File: config.mk
export PLATFORM = sky130hd
export DESIGN_NAME = tamagotchi_needs_core_flat
export DESIGN_NICKNAME = d
export VERILOG_FILES = /design/src/rtl/tamagotchi_needs_if.sv /design/src/rtl/tamagotchi_needs_core.sv /design/src/flat_wrapper.sv
export SDC_FILE = /design/constraint.sdc
export NUM_CORES = 1
export LEC_CHECK = 0
export CAP_MARGIN = 30
export CORE_MARGIN = 2
export CORE_UTILIZATION = 49
export CTS_CLUSTER_DIAMETER = 40
export DETAILED_ROUTE_END_ITERATION = 10
export DONT_BUFFER_PORTS = 1
export SLEW_MARGIN = 10
export SYNTH_ARGS = -nofsm -noshare
export SYNTH_HDL_FRONTEND = slang
export SYNTH_SLANG_ARGS = --single-unit
export TNS_END_PERCENT = 1
File: constraint.sdc
create_clock -name clk -period 9.3 [get_ports clk]
set_input_delay 0.93 -clock clk [delete_from_list [all_inputs] [get_ports clk]]
set_output_delay 0.93 -clock clk [all_outputs]
set_load 0.005 [all_outputs]
File: src/rtl/tamagotchi_needs_if.sv
// tamagotchi_needs_if: button/display bundle between the pet front-end and the needs core
// Ports: btn_care/btn_test/decay_inhibit (front-end -> core); sel, level_out, happy,
// seg_display, mood, alarm, test_mode (core -> display). master = front-end, slave = core.
interface tamagotchi_needs_if #(
    parameter int N_NEEDS = 4,
    parameter int LVL_W   = 4
);
    logic [N_NEEDS-1:0] btn_care;
    logic               btn_test;
    logic [N_NEEDS-1:0] decay_inhibit;
    logic [2:0]         sel;
    logic [LVL_W-1:0]   level_out;
    logic               happy;
    logic [6:0]         seg_display;
    logic [1:0]         mood;
    logic [N_NEEDS-1:0] alarm;
    logic               test_mode;
    modport master (
        output btn_care, btn_test, decay_inhibit,
        input  sel, level_out, happy, seg_display, mood, alarm, test_mode
    );
    modport slave (
        input  btn_care, btn_test, decay_inhibit,
        output sel, level_out, happy, seg_display, mood, alarm, test_mode
    );
endinterface

File: src/rtl/tamagotchi_needs_core.sv
// tamagotchi_needs_core: N-need level tracker with prescaled decay, care buttons, test mode and mood summary
// Ports: clk, btn_reset (sync, active-high); bus (slave) carries care/test/inhibit inputs
// and the registered sel, level_out, happy, seg_display, mood, alarm, test_mode outputs.
module tamagotchi_needs_core #(
    parameter int                       N_NEEDS       = 4,
    parameter int                       LVL_W         = 4,
    parameter int                       LVL_MAX       = 10,
    parameter int                       LVL_INIT      = 8,
    parameter int                       CARE_STEP     = 1,
    parameter int                       HAPPY_THR     = 5,
    parameter int                       TICK_DIV      = 50_000_000,
    parameter logic [8*N_NEEDS-1:0]     DECAY_PERIODS = {8'd50, 8'd70, 8'd100, 8'd120}
) (
    input logic               clk,
    input logic               btn_reset,
    tamagotchi_needs_if.slave bus
);
    localparam int IW = N_NEEDS > 1 ? $clog2(N_NEEDS) : 1;
    localparam int PW = $clog2(TICK_DIV);
    logic [LVL_W-1:0]   lvl_q [N_NEEDS];
    logic [LVL_W-1:0]   lvl_d [N_NEEDS];
    logic [7:0]         cnt_q [N_NEEDS];
    logic [7:0]         cnt_d [N_NEEDS];
    logic [8:0]         cnt_nxt [N_NEEDS];
    logic [LVL_W:0]     base [N_NEEDS];
    logic [LVL_W:0]     sum [N_NEEDS];
    logic [N_NEEDS-1:0] dec, adv, care_me, low;
    logic [PW-1:0]      pre_q, pre_d;
    logic [N_NEEDS-1:0] care_prev_q, care_prev_d, care_rise;
    logic               test_prev_q, test_prev_d, test_tgl, care_hit, tick;
    logic [2:0]         care_idx, sel_q, sel_d;
    logic               test_q, test_d;
    logic [2:0]         sel_o_q, sel_o_d;
    logic [LVL_W-1:0]   lvl_o_q, lvl_o_d;
    logic               happy_q, happy_d, test_o_q, test_o_d;
    logic [6:0]         seg_q, seg_d;
    logic [1:0]         mood_q, mood_d;
    logic [N_NEEDS-1:0] alarm_q, alarm_d;

    function automatic logic [6:0] seg7(input logic [LVL_W-1:0] v);
        case (32'(v))
            0:       seg7 = 7'b0111111;
            1:       seg7 = 7'b0000110;
            2:       seg7 = 7'b1011011;
            3:       seg7 = 7'b1001111;
            4:       seg7 = 7'b1100110;
            5:       seg7 = 7'b1101101;
            6:       seg7 = 7'b1111101;
            7:       seg7 = 7'b0000111;
            8:       seg7 = 7'b1111111;
            9:       seg7 = 7'b1101111;
            10:      seg7 = 7'b1110111;
            default: seg7 = 7'b0000000;
        endcase
    endfunction

    always_comb begin
        care_prev_d = bus.btn_care;
        test_prev_d = bus.btn_test;
        care_rise   = bus.btn_care & ~care_prev_q;
        care_hit    = |care_rise;
        care_idx    = '0;
        // descending scan so the lowest rising index is the one that sticks
        for (int i = N_NEEDS - 1; i >= 0; i--) if (care_rise[i]) care_idx = 3'(i);
        test_tgl = bus.btn_test & ~test_prev_q;
        test_d   = test_q ^ test_tgl;
        tick     = !test_q && pre_q == PW'(TICK_DIV - 1);
        pre_d    = (test_tgl || tick) ? '0 : test_q ? pre_q : pre_q + PW'(1);
        sel_d    = care_hit ? care_idx : sel_q;
        for (int i = 0; i < N_NEEDS; i++) begin
            cnt_nxt[i] = {1'b0, cnt_q[i]} + 9'd1;
            adv[i]     = tick && !bus.decay_inhibit[i];
            dec[i]     = adv[i] && !test_tgl && cnt_nxt[i] == 9'(DECAY_PERIODS[8*i +: 8]);
            cnt_d[i]   = test_tgl ? '0 : !adv[i] ? cnt_q[i] : dec[i] ? '0 : cnt_nxt[i][7:0];
            base[i]    = !dec[i] ? {1'b0, lvl_q[i]} : lvl_q[i] == '0 ? '0 : {1'b0, lvl_q[i]} - (LVL_W+1)'(1);
            sum[i]     = base[i] + (LVL_W+1)'(CARE_STEP);
            care_me[i] = care_hit && care_idx == sel_q && care_idx == 3'(i);
            lvl_d[i]   = !care_me[i] ? base[i][LVL_W-1:0] :
                         test_q ? (lvl_q[i] == LVL_W'(1) ? LVL_W'(LVL_MAX) : LVL_W'(1)) :
                         sum[i] > (LVL_W+1)'(LVL_MAX) ? LVL_W'(LVL_MAX) : sum[i][LVL_W-1:0];
            alarm_d[i] = lvl_q[i] == '0;
            low[i]     = lvl_q[i] < LVL_W'(HAPPY_THR);
        end
        sel_o_d  = sel_q;
        lvl_o_d  = lvl_q[sel_q[IW-1:0]];
        happy_d  = lvl_o_d >= LVL_W'(HAPPY_THR);
        seg_d    = seg7(lvl_o_d);
        mood_d   = |alarm_d ? 2'b10 : |low ? 2'b01 : 2'b00;
        test_o_d = test_q;
    end

    always_ff @(posedge clk) begin
        if (btn_reset) begin
            for (int i = 0; i < N_NEEDS; i++) begin
                lvl_q[i] <= LVL_W'(LVL_INIT);
                cnt_q[i] <= '0;
            end
            pre_q       <= '0;
            care_prev_q <= '0;
            test_prev_q <= 1'b0;
            sel_q       <= '0;
            test_q      <= 1'b0;
        end else begin
            for (int i = 0; i < N_NEEDS; i++) begin
                lvl_q[i] <= lvl_d[i];
                cnt_q[i] <= cnt_d[i];
            end
            pre_q       <= pre_d;
            care_prev_q <= care_prev_d;
            test_prev_q <= test_prev_d;
            sel_q       <= sel_d;
            test_q      <= test_d;
        end
    end

    // output stage always mirrors the state one cycle later, reset included
    always_ff @(posedge clk) begin
        sel_o_q  <= sel_o_d;
        lvl_o_q  <= lvl_o_d;
        happy_q  <= happy_d;
        seg_q    <= seg_d;
        mood_q   <= mood_d;
        alarm_q  <= alarm_d;
        test_o_q <= test_o_d;
    end

    assign bus.sel         = sel_o_q;
    assign bus.level_out   = lvl_o_q;
    assign bus.happy       = happy_q;
    assign bus.seg_display = seg_q;
    assign bus.mood        = mood_q;
    assign bus.alarm       = alarm_q;
    assign bus.test_mode   = test_o_q;
endmodule

File: src/flat_wrapper.sv
// flat-port wrapper written by rule: the top's interface ports become plain ports
module tamagotchi_needs_core_flat 
#(
    parameter int                       N_NEEDS       = 4,
    parameter int                       LVL_W         = 4,
    parameter int                       LVL_MAX       = 10,
    parameter int                       LVL_INIT      = 8,
    parameter int                       CARE_STEP     = 1,
    parameter int                       HAPPY_THR     = 5,
    parameter int                       TICK_DIV      = 50_000_000,
    parameter logic [8*N_NEEDS-1:0]     DECAY_PERIODS = {8'd50, 8'd70, 8'd100, 8'd120}
)
  (clk, btn_reset, bus_btn_care, bus_btn_test, bus_decay_inhibit, bus_sel, bus_level_out, bus_happy, bus_seg_display, bus_mood, bus_alarm, bus_test_mode);
  tamagotchi_needs_if #(.N_NEEDS(N_NEEDS), .LVL_W(LVL_W)) bus_i ();
  input logic clk;
  input logic btn_reset;
  input wire logic [$bits(bus_i.btn_care)-1:0] bus_btn_care;
  input wire logic [$bits(bus_i.btn_test)-1:0] bus_btn_test;
  input wire logic [$bits(bus_i.decay_inhibit)-1:0] bus_decay_inhibit;
  output wire logic [$bits(bus_i.sel)-1:0] bus_sel;
  output wire logic [$bits(bus_i.level_out)-1:0] bus_level_out;
  output wire logic [$bits(bus_i.happy)-1:0] bus_happy;
  output wire logic [$bits(bus_i.seg_display)-1:0] bus_seg_display;
  output wire logic [$bits(bus_i.mood)-1:0] bus_mood;
  output wire logic [$bits(bus_i.alarm)-1:0] bus_alarm;
  output wire logic [$bits(bus_i.test_mode)-1:0] bus_test_mode;
  assign bus_i.btn_care = bus_btn_care;
  assign bus_i.btn_test = bus_btn_test;
  assign bus_i.decay_inhibit = bus_decay_inhibit;
  assign bus_sel = bus_i.sel;
  assign bus_level_out = bus_i.level_out;
  assign bus_happy = bus_i.happy;
  assign bus_seg_display = bus_i.seg_display;
  assign bus_mood = bus_i.mood;
  assign bus_alarm = bus_i.alarm;
  assign bus_test_mode = bus_i.test_mode;
  tamagotchi_needs_core #(.N_NEEDS(N_NEEDS), .LVL_W(LVL_W), .LVL_MAX(LVL_MAX), .LVL_INIT(LVL_INIT), .CARE_STEP(CARE_STEP), .HAPPY_THR(HAPPY_THR), .TICK_DIV(TICK_DIV), .DECAY_PERIODS(DECAY_PERIODS)) u_core (.clk(clk), .btn_reset(btn_reset), .bus(bus_i));
endmodule
=== After elaboration in Yosys (flattened, before gate mapping) ===
Memories as Yosys holds them, arrays and structs flattened. A register that Yosys moved wholly into a read port is not among the register bits.
Cells that the tools add are included.

* Add/sub/neg operators: 13
* $lt $le $gt $ge: 9
* Equality and inequality tests: 13
* Muxes and demuxes: 54
* Bitwise operators: 13
* Reductions and logical operators: 34

{| class="wikitable"
|+ Operators with widths
! cell !! number
|-
| 8-bit two-way mux || 16
|-
| 4-bit two-way mux || 20
|-
| 5-bit two-way mux || 8
|-
| 8-bit by 1-bit adder with 9-bit output (second input constant) || 4
|-
| 9-bit by 7-bit equality test with 1-bit output (second input constant) || 3
|-
| 26-bit by 1-bit adder with 26-bit output (second input constant) || 1
|-
| 26-bit equality test (second input constant) || 1
|-
| 5-bit by 1-bit adder with 5-bit output (second input constant) || 4
|-
| 5-bit by 4-bit > comparator with 1-bit output (second input constant) || 4
|-
| 4-bit by 1-bit subtractor with 5-bit output (second input constant) || 4
|-
| 1-bit logical AND || 18
|-
| 4-bit by 1-bit equality test with 1-bit output (second input constant) || 4
|-
| 4-bit logical NOT || 4
|-
| 4-bit by 3-bit less-than comparator with 1-bit output (second input constant) || 4
|-
| 2-bit two-way mux || 6
|-
| 4-bit OR reduction || 3
|-
| 9-bit by 6-bit equality test with 1-bit output (second input constant) || 1
|-
| 1-bit OR || 8
|-
| 1-bit logical NOT || 6
|-
| 4-bit bitwise AND || 1
|-
| 2-bit equality test (second input constant) || 2
|-
| 4-bit by 3-bit >= comparator with 1-bit output (second input constant) || 1
|-
| 1-bit two-way mux || 4
|-
| 4-bit NOT || 1
|-
| 8 further kinds || 8
|}

* Flip-flop bits (word level): 50
* Memory bits (writable): 48
* ROM bits: 112
* Output and inout port bits: 22
* Logic and storage cells: 150
* Memories: 3

{| class="wikitable"
|+ Memories
! memory !! words !! bits a word !! read ports !! clocked after memory_dff !! wr ports !! line !! source
|-
| (name not given) || 16 || 7 || 1 || 1 || 0 || tamagotchi_needs_core.sv:41 || <nowiki>case (32'(v))</nowiki>
|-
| u_core.cnt_q || 4 || 8 || 4 || 0 || 4 || tamagotchi_needs_core.sv:22 || <nowiki>logic [7:0] cnt_q [N_NEEDS];</nowiki>
|-
| u_core.lvl_q || 4 || 4 || 5 || 1 || 4 || tamagotchi_needs_core.sv:20 || <nowiki>logic [LVL_W-1:0] lvl_q [N_NEEDS];</nowiki>
|}

=== Longest topological paths before layout ===
Gate-level depths: netlist (run 1).

* Depth in word-level cells: 12
* Gate-level depth with buffers: 11
* Depth with buffers taken out: 8

=== Least setup slack after synthesis (run 1) ===
Ideal clock, no wire load.

* Path type: reg-to-reg
* From: register u_core.pre_q[0]
* To: memory u_core.lvl_q[3][1]
* Library setup time: 91 ps
* Arrival: 3127 ps
* Setup slack: 6082 ps
* Stages on the path, launching flop included: 11
* Buffers on the path: 3
* Period minus slack after synthesis: 3218 ps
* Path through: dfxtp_1 ha_1 nand4b_4 or3_1 buf_2 or4_4 buf_6 or4_4 buf_6 or4_1 a311oi_1

{| class="wikitable"
|+ RTL lines
! what !! line !! source
|-
| from (decl) || tamagotchi_needs_core.sv:28 || <nowiki>logic [PW-1:0] pre_q, pre_d;</nowiki>
|-
| from (signal assigned) || tamagotchi_needs_core.sv:108 || <nowiki>pre_q <= pre_d;</nowiki>
|-
| to (decl) || tamagotchi_needs_core.sv:20 ||
|}

==> results of run 1 <==
==> cells in the final DEF (no fill, tap or decap), types with 12 or more instances in the layout <==
| master | n |
|---|---|
| a21oi_1 | 39 |
| dfxtp_1 | 105 |
| ha_1 | 13 |
| inv_1 | 18 |
| nand2_1 | 45 |
| nand2b_1 | 12 |
| nand3_1 | 27 |
| nand4_1 | 18 |
| nor2_1 | 80 |
| nor2b_1 | 14 |
| nor3_1 | 27 |
| nor4_1 | 14 |
| o21ai_0 | 26 |
| or3_1 | 15 |
| xnor2_1 | 16 |
| xor2_1 | 22 |
==> path summary, 6_finish.rpt <==
| check | depth (start not counted) | slack, ns | startpoint | to |
|---|---|---|---|---|
| min | 0 | 0.41 | u_core.sel_o_d[1] | u_core.bus.sel[1] |
| min reg2reg | 0 | 0.41 | u_core.sel_o_d[1] | u_core.bus.sel[1] |
| max reg2reg | 8 | 5.96 | u_core.pre_q[1] | u_core.lvl_q[2][3] |
| max | 8 | 5.96 | u_core.pre_q[1] | u_core.lvl_q[2][3] |
==> state kept, by name (all words and copies together) (netlist names), named ones only <==
register,cells
u_core.bus.alarm,4
u_core.bus.happy,1
u_core.bus.level_out,4
u_core.bus.mood,2
u_core.bus.seg_display,7
u_core.bus.sel,2
u_core.bus.test_mode,1
u_core.care_prev_q,4
u_core.cnt_q,32
u_core.lvl_q,16
u_core.pre_q,26
u_core.sel_o_d,2
u_core.test_o_d,1
u_core.test_prev_q,1
==> power breakdown <==
group | internal (mW) | switching, mW
sequential | 0.461 | 0.0125
combinational | 0.0208 | 0.0315
clock | 0.239 | 0.179
==> cell type report <==
| type | count | area [sq um] | share of cell area |
|---|---|---|---|
| clock buffer | 9 | 225.2 | 0.03814 |
| clock inverter | 7 | 101.3 | 0.01716 |
| inverter | 18 | 67.56 | 0.01144 |
| multi-input combinational | 503 | 3188 | 0.5399 |
| sequential | 105 | 2102 | 0.3560 |
| tap | 140 | 175.2 | 0.02967 |
| timing repair buffer | 5 | 45.04 | 0.007629 |
==> critical path: stages (launching register included) <==
cell	delay, ns
dfxtp_1	0.37
ha_1	0.23
nand4b_4	0.15
or3_1	0.50
or4_1	0.69
nor3_1	0.57
nand2b_1	0.16
o311ai_0	0.33
o311ai_0	0.19
==> layer usage <==
metal  up-vias  global-route usage
met2        91              0.3593
met3        15             0.06467
met1      2299              0.2678
met5         -                   0
met4         0             0.06964
li1       2391                   -
==> kinds of logic after synthesis <==
family                   count (synthesis)
AO/OA/AOI/OAI                          137
XOR/XNOR                                38
adder cells (fa/ha/maj)                 13
buffers and inverters                   59
flip-flops                             105
multiplexers                             8
other                                    1
AND/OR/NAND/NOR                        306
==> results.tsv, run 1 <==
stage	metric	value	unit
status	status	completed	
grt	antenna_found_initial	0	
synth	yosysUniqueCellTypes	64	
setup_path	cp-start-kind	flip-flop	
detailed_routing	drc	0	
synth	synth_nets	691	
synth	yosysMostFrequentCell	dfxtp_1	
cells_and_area	final_cells	787	
synth	synth_mux_area_frac	0.02375	
setup_path	crit_type	reg2reg	
min_path	worstHoldPathType	reg2reg	
run	maxCapViolCount	0	
synth	ys_top_cells_by_count	dfxtp_1, nor2_1, nand2_1, a21oi_1, clkbuf_1	
synth	synth_top_cell_area_share	0.3800	
cells_and_area	drive_gt1_frac	0.05873	
detailed_routing	wirelength	12580	microns
power	power.density	159.9	nW/um^2
synth	syn-cell-area	5532	sq um
placement	dpl.cell_count	771	
synth	ys_warn_count	0	
placement	dp_worst_setup_slack	5.976	ns
cts	cts_buffers	9	
grt	grt_max_degree	34	
setup_path	arrival	3.56	ns
power	leakagePower	1.951	nW
sta	clock.fmax	299.6	MHz
cells_and_area	area_growth	6.741	%
cts	cts.sinks	105	
cts	post_cts_buffers	0	
sta	fin_hold_ws	0.4119	ns
sta	hold_viol_final	0	
setup_path	crit_fanout	9	
synth	post_synth.cell_area_avg	8.293	sq um
power	power	943.8	uW
floorplanning	start_util	0.5058	
sta	period_minus_slack	3.338	ns
setup_path	crit_required	9.52	ns
sta	fin_setup_tns	0	ns
floorplanning	fp.dieH	110.3	microns
synth	synthSimpleGateAreaFrac	0.2970	
synth	synthAdderAreaFrac	0.02941	
detailed_routing	top_layer	met4	
cts	insertion_delay	0.36	ns
grt	grt_pass1_wl	20690	microns
detailed_routing	met2WireLength	6056	microns
detailed_routing	vias	4796	
synth	synth_edf_count	0	
synth	synth_area_leaders	dfxtp_1, nor2_1, a21oi_1	
sta	setup_viol	0	
placement	place.gp.congestion	0.8175	
synth	synth_seq_cells	105	
synth	synth_top_family_by_area	simple AND/OR/NAND/NOR gates	
floorplanning	core-area	10940	sq um
floorplanning	io_pins	33	
cts	hold_buffers	0	
sta	worst_pin_slew	0.8316	ns
grt	grt_pass1_vias	4347	
synth	synthCells	667	
power	max-vdd-ir-drop	0.1565	mV
sta	final.setup.worst_slack	5.962	ns
cells_and_area	num-fill-cells	1037	
sta	period_share	0.3589	
cells_and_area	final_area	5904	sq um
synth	synth_compound_area_frac	0.1653	
cells_and_area	layout.nets	666	
cts	root_buffer	clkbuf_16	
detailed_routing	wl_met1	5779	microns
detailed_routing	first_pass_iters	5	
cts	post_cts_resized	0	
synth	ys_async_sr_fraction	0	
cts	h-tree-depth	3	
synth	synth_xor_xnor_area_share	0.06017	
synth	synth_area_leader_cell	dfxtp_1	
detailed_routing	drt_iter0_markers	344	
placement	place_area	5578	sq um
sta	fin_skew	0.01160	ns
floorplanning	die-area	12160	sq um
placement	dp_hpwl	8726	microns
cells_and_area	fin_util	0.5399	
detailed_routing	avgViaCountPerCell	6.094	
placement	portBuffers	0	
cts	cts.clk_slew.worst_paths	0.08	ns
cts	clock_path_buffers	2	
sta	relSlewSlack	0.4443	
detailed_routing	met3_length	571	microns
detailed_routing	wl_per_cell	15.98	microns
detailed_routing	drtAntennaViolNets	0	
cts	cts_tree	done	
cells_and_area	antenna-diode-count	0	
setup_path	end_kind	flip-flop	
grt	grt.total_usage	0.2159	
sta	slew_violations	0	
grt	overflow	0	
floorplanning	num_rows	38	
sta	grt_setup_unrepaired	no	
floorplanning	die_x	110.3	microns
synth	ys.flop_type	dfxtp_1	
synth	synth_seq_area_share	0.3800	
Power figures use the tool's default switching activity.
==> run 2: changes to the inputs <==
Settings changed: PLACE_DENSITY set to 0.66.
Clock period 9.3 ns to 3.05 ns, I/O delays scaled along.
==> run 2 against run 1 <==
Cell area increased by 3.3%. Power increased to 3.1 times the previous value. Final cell count rose by 2.4%. Clock power rose to 3.0 times the previous value. Via count shrank 0.17%. Largest cell class unchanged. Wire length decreased by 1.9%. Utilization up 1.8 points. Setup slack got worse by 5.8 ns. Sequential share of layout area down 1.1 points. Combinational power rose to 3.1 times the previous value. Clock skew fell by 0.00056 ns. First-iteration DRC count rose by 0.87%.
==> results.tsv, run 2 (synthesis gave the netlist of run 1 again) <==
stage	metric	value	unit	change
cts	h-tree-depth	3		unchanged
power	leakagePower	2.074	nW	was 1.951 nW
status	status	completed		unchanged
floorplanning	die-area	12160	sq um	unchanged
grt	overflow	0		unchanged
cells_and_area	top_regs	u_core.cnt_q: 32 flops, u_core.pre_q: 26 flops, u_core.lvl_q: 16 flops		unchanged
floorplanning	start_util	0.5058		unchanged
cells_and_area	seq_area	2105	sq um	was 2102 sq um
sta	setup_viol	0		unchanged
detailed_routing	met3_length	600	microns	was 571 microns
setup_path	crit_required	3.36	ns	was 9.52 ns
cts	root_buffer	clkbuf_16		unchanged
cells_and_area	multi_input_area	3222	sq um	was 3188 sq um
floorplanning	fp.dieH	110.3	microns	unchanged
cells_and_area	drive_gt1_frac	0.09309		was 0.05873
sta	fin_skew	0.01105	ns	was 0.01160 ns
detailed_routing	avgViaCountPerCell	5.940		was 6.094
detailed_routing	drt_iter0_markers	347		was 344
cts	cts_tree	done		unchanged
setup_path	cp-start-kind	flip-flop		unchanged
setup_path	path_cells	ha_4 -> nand4b_4 -> or3_1 -> or4_4 -> or4_4 -> or3_1 -> o221ai_1 -> o2111a_1		was ha_1 -> nand4b_4 -> or3_1 -> or4_1 -> nor3_1 -> nand2b_1 -> o311ai_0 -> o311ai_0
cells_and_area	num-fill-cells	1003		was 1037
grt	antenna_found_initial	0		unchanged
floorplanning	io_pins	33		unchanged
setup_path	arrival	3.21	ns	was 3.56 ns
setup_path	critPathMaxStageDelay	0.56	ns	was 0.69 ns
power	power.density	472.3	nW/um^2	was 159.9 nW/um^2
cells_and_area	top_register	u_core.cnt_q		unchanged
detailed_routing	met2WireLength	5897	microns	was 6056 microns
setup_path	end_kind	flip-flop		unchanged
cells_and_area	area_growth	10.31	%	was 6.741%
detailed_routing	first_pass_iters	5		unchanged
sta	fin_hold_ws	0.009778	ns	was 0.4119 ns
detailed_routing	drtAntennaViolNets	0		unchanged
sta	period_share	0.9515		was 0.3589
grt	grt_pass1_wl	20610	microns	was 20690 microns
sta	worst_pin_slew	0.6639	ns	was 0.8316 ns
floorplanning	die_x	110.3	microns	unchanged
setup_path	crit_fanout	11		was 9
sta	slew_violations	0		unchanged
floorplanning	num_rows	38		unchanged
placement	place.gp.congestion	0.8681		was 0.8175
setup_path	critPathTopFamily	simple AND/OR/NAND/NOR gates		unchanged
grt	grt_max_degree	34		unchanged
sta	grt_setup_unrepaired	yes		was no
power	power	2.882	mW	was 943.8 uW
detailed_routing	vias	4788		was 4796
sta	relSlewSlack	0.5540		was 0.4443
run	maxCapViolCount	0		unchanged
setup_path	crit_type	reg2reg		unchanged
cts	cts.clk_slew.worst_paths	0.07	ns	was 0.08 ns
floorplanning	core-area	10940	sq um	unchanged
detailed_routing	wl_per_cell	15.31	microns	was 15.98 microns
cts	insertion_delay	0.36	ns	about the same
cts	cts_buffers	9		unchanged
setup_path	cp_slowest_cell	or4_4		was or4_1
setup_path	crit_buf_inv	0		unchanged
power	max-vdd-ir-drop	0.4709	mV	was 0.1565 mV
sta	clock.fmax	344.6	MHz	was 299.6 MHz
detailed_routing	top_layer	met4		unchanged
min_path	worstHoldPathType	in2reg		was reg2reg
cells_and_area	most-common-layout-cells	dfxtp_1, nor2_1, nand2_1		unchanged
cts	post_cts_buffers	0		unchanged
detailed_routing	drc	0		unchanged
cells_and_area	final_common_cell	dfxtp_1		unchanged
grt	grt_pass1_vias	4388		was 4347
detailed_routing	wirelength	12340	microns	was 12580 microns
placement	dp_hpwl	8628	microns	was 8726 microns
placement	portBuffers	0		unchanged
cells_and_area	antenna-diode-count	0		unchanged
cells_and_area	largest_reg_flops	32		unchanged
cells_and_area	layout.nets	685		was 666
sta	period_minus_slack	2.902	ns	was 3.338 ns
detailed_routing	wl_met1	5650	microns	was 5779 microns
cts	clock_path_buffers	2		unchanged
cts	cts.sinks	105		unchanged
sta	hold_viol_final	0		unchanged
grt	grt.total_usage	0.2154		was 0.2159
run 2: cell count changes in the layout (fill, tap and decap cells not counted), sizes merged:
cell | previous run | this run
buf | 5 | 23
clkbuf | 9 | 11
inv | 20 | 18
dlygate4sd3 | 0 | 1
run 2: area by class of cell:
class	instances	area share
clock inverters	5	0.01271
inverters	18	0.01107
multi-input cells	503	0.5280
repair buffers	24	0.03322
well taps	140	0.02871
clock buffers	11	0.04142
flip-flops and latches	105	0.3449
run 2: what timing repair did:
action,in CTS,in global routing
gates resized for setup,0,6
setup endpoints to repair,0,10
endpoints found under the hold margin,0,3
hold buffers,0,1
run 2: power breakdown:
group	internal [mW]	total, mW	switching, mW	leakage [nW]
sequential	1.41	1.45	0.0383	0.852
clock	0.761	1.27	0.512	0.162
combinational	0.0684	0.164	0.0953	1.06
run 2: layer usage:
metal / vias to the layer above / track usage
li1: 2431 / -
met2: 91 / 0.3519
met4: 0 / 0.07411
met5: - / 0
met1: 2251 / 0.2693
met3: 15 / 0.06702
run 2: metrics by stage:
step           cells  worst slack (ns)    util  setup TNS [ns]  cell area [sq um]
6_report         806            0.1479  0.5580               0               6102
5_1_grt          806         -0.004844  0.5580       -0.008259               6102
4_1_cts          805           0.06866  0.5551               0               6071
3_5_place_dp     789           0.07781  0.5249               0               5741
3_3_place_gp     788            0.1376  0.5224               0               5713
2_1_floorplan    667           0.01073       -               0               5553
run 2: worst paths after layout:
path | end | startpoint | cells past startpoint | slack [ns]
setup / recovery | u_core.lvl_q[3][2] | u_core.pre_q[1] | 8 | 0.15
hold / removal | u_core.lvl_q[3][1] | btn_reset | 1 | 0.01
setup reg to reg | u_core.lvl_q[3][2] | u_core.pre_q[1] | 8 | 0.15
hold reg to reg | u_core.bus.sel[1] | u_core.sel_o_d[1] | 0 | 0.40
run 2: worst reg2reg max path, stage by stage (launching register included):
cell,delay (ns)
dfxtp_2,0.37
ha_4,0.15
nand4b_4,0.13
or3_1,0.37
or4_4,0.55
or4_4,0.56
or3_1,0.36
o221ai_1,0.18
o2111a_1,0.19
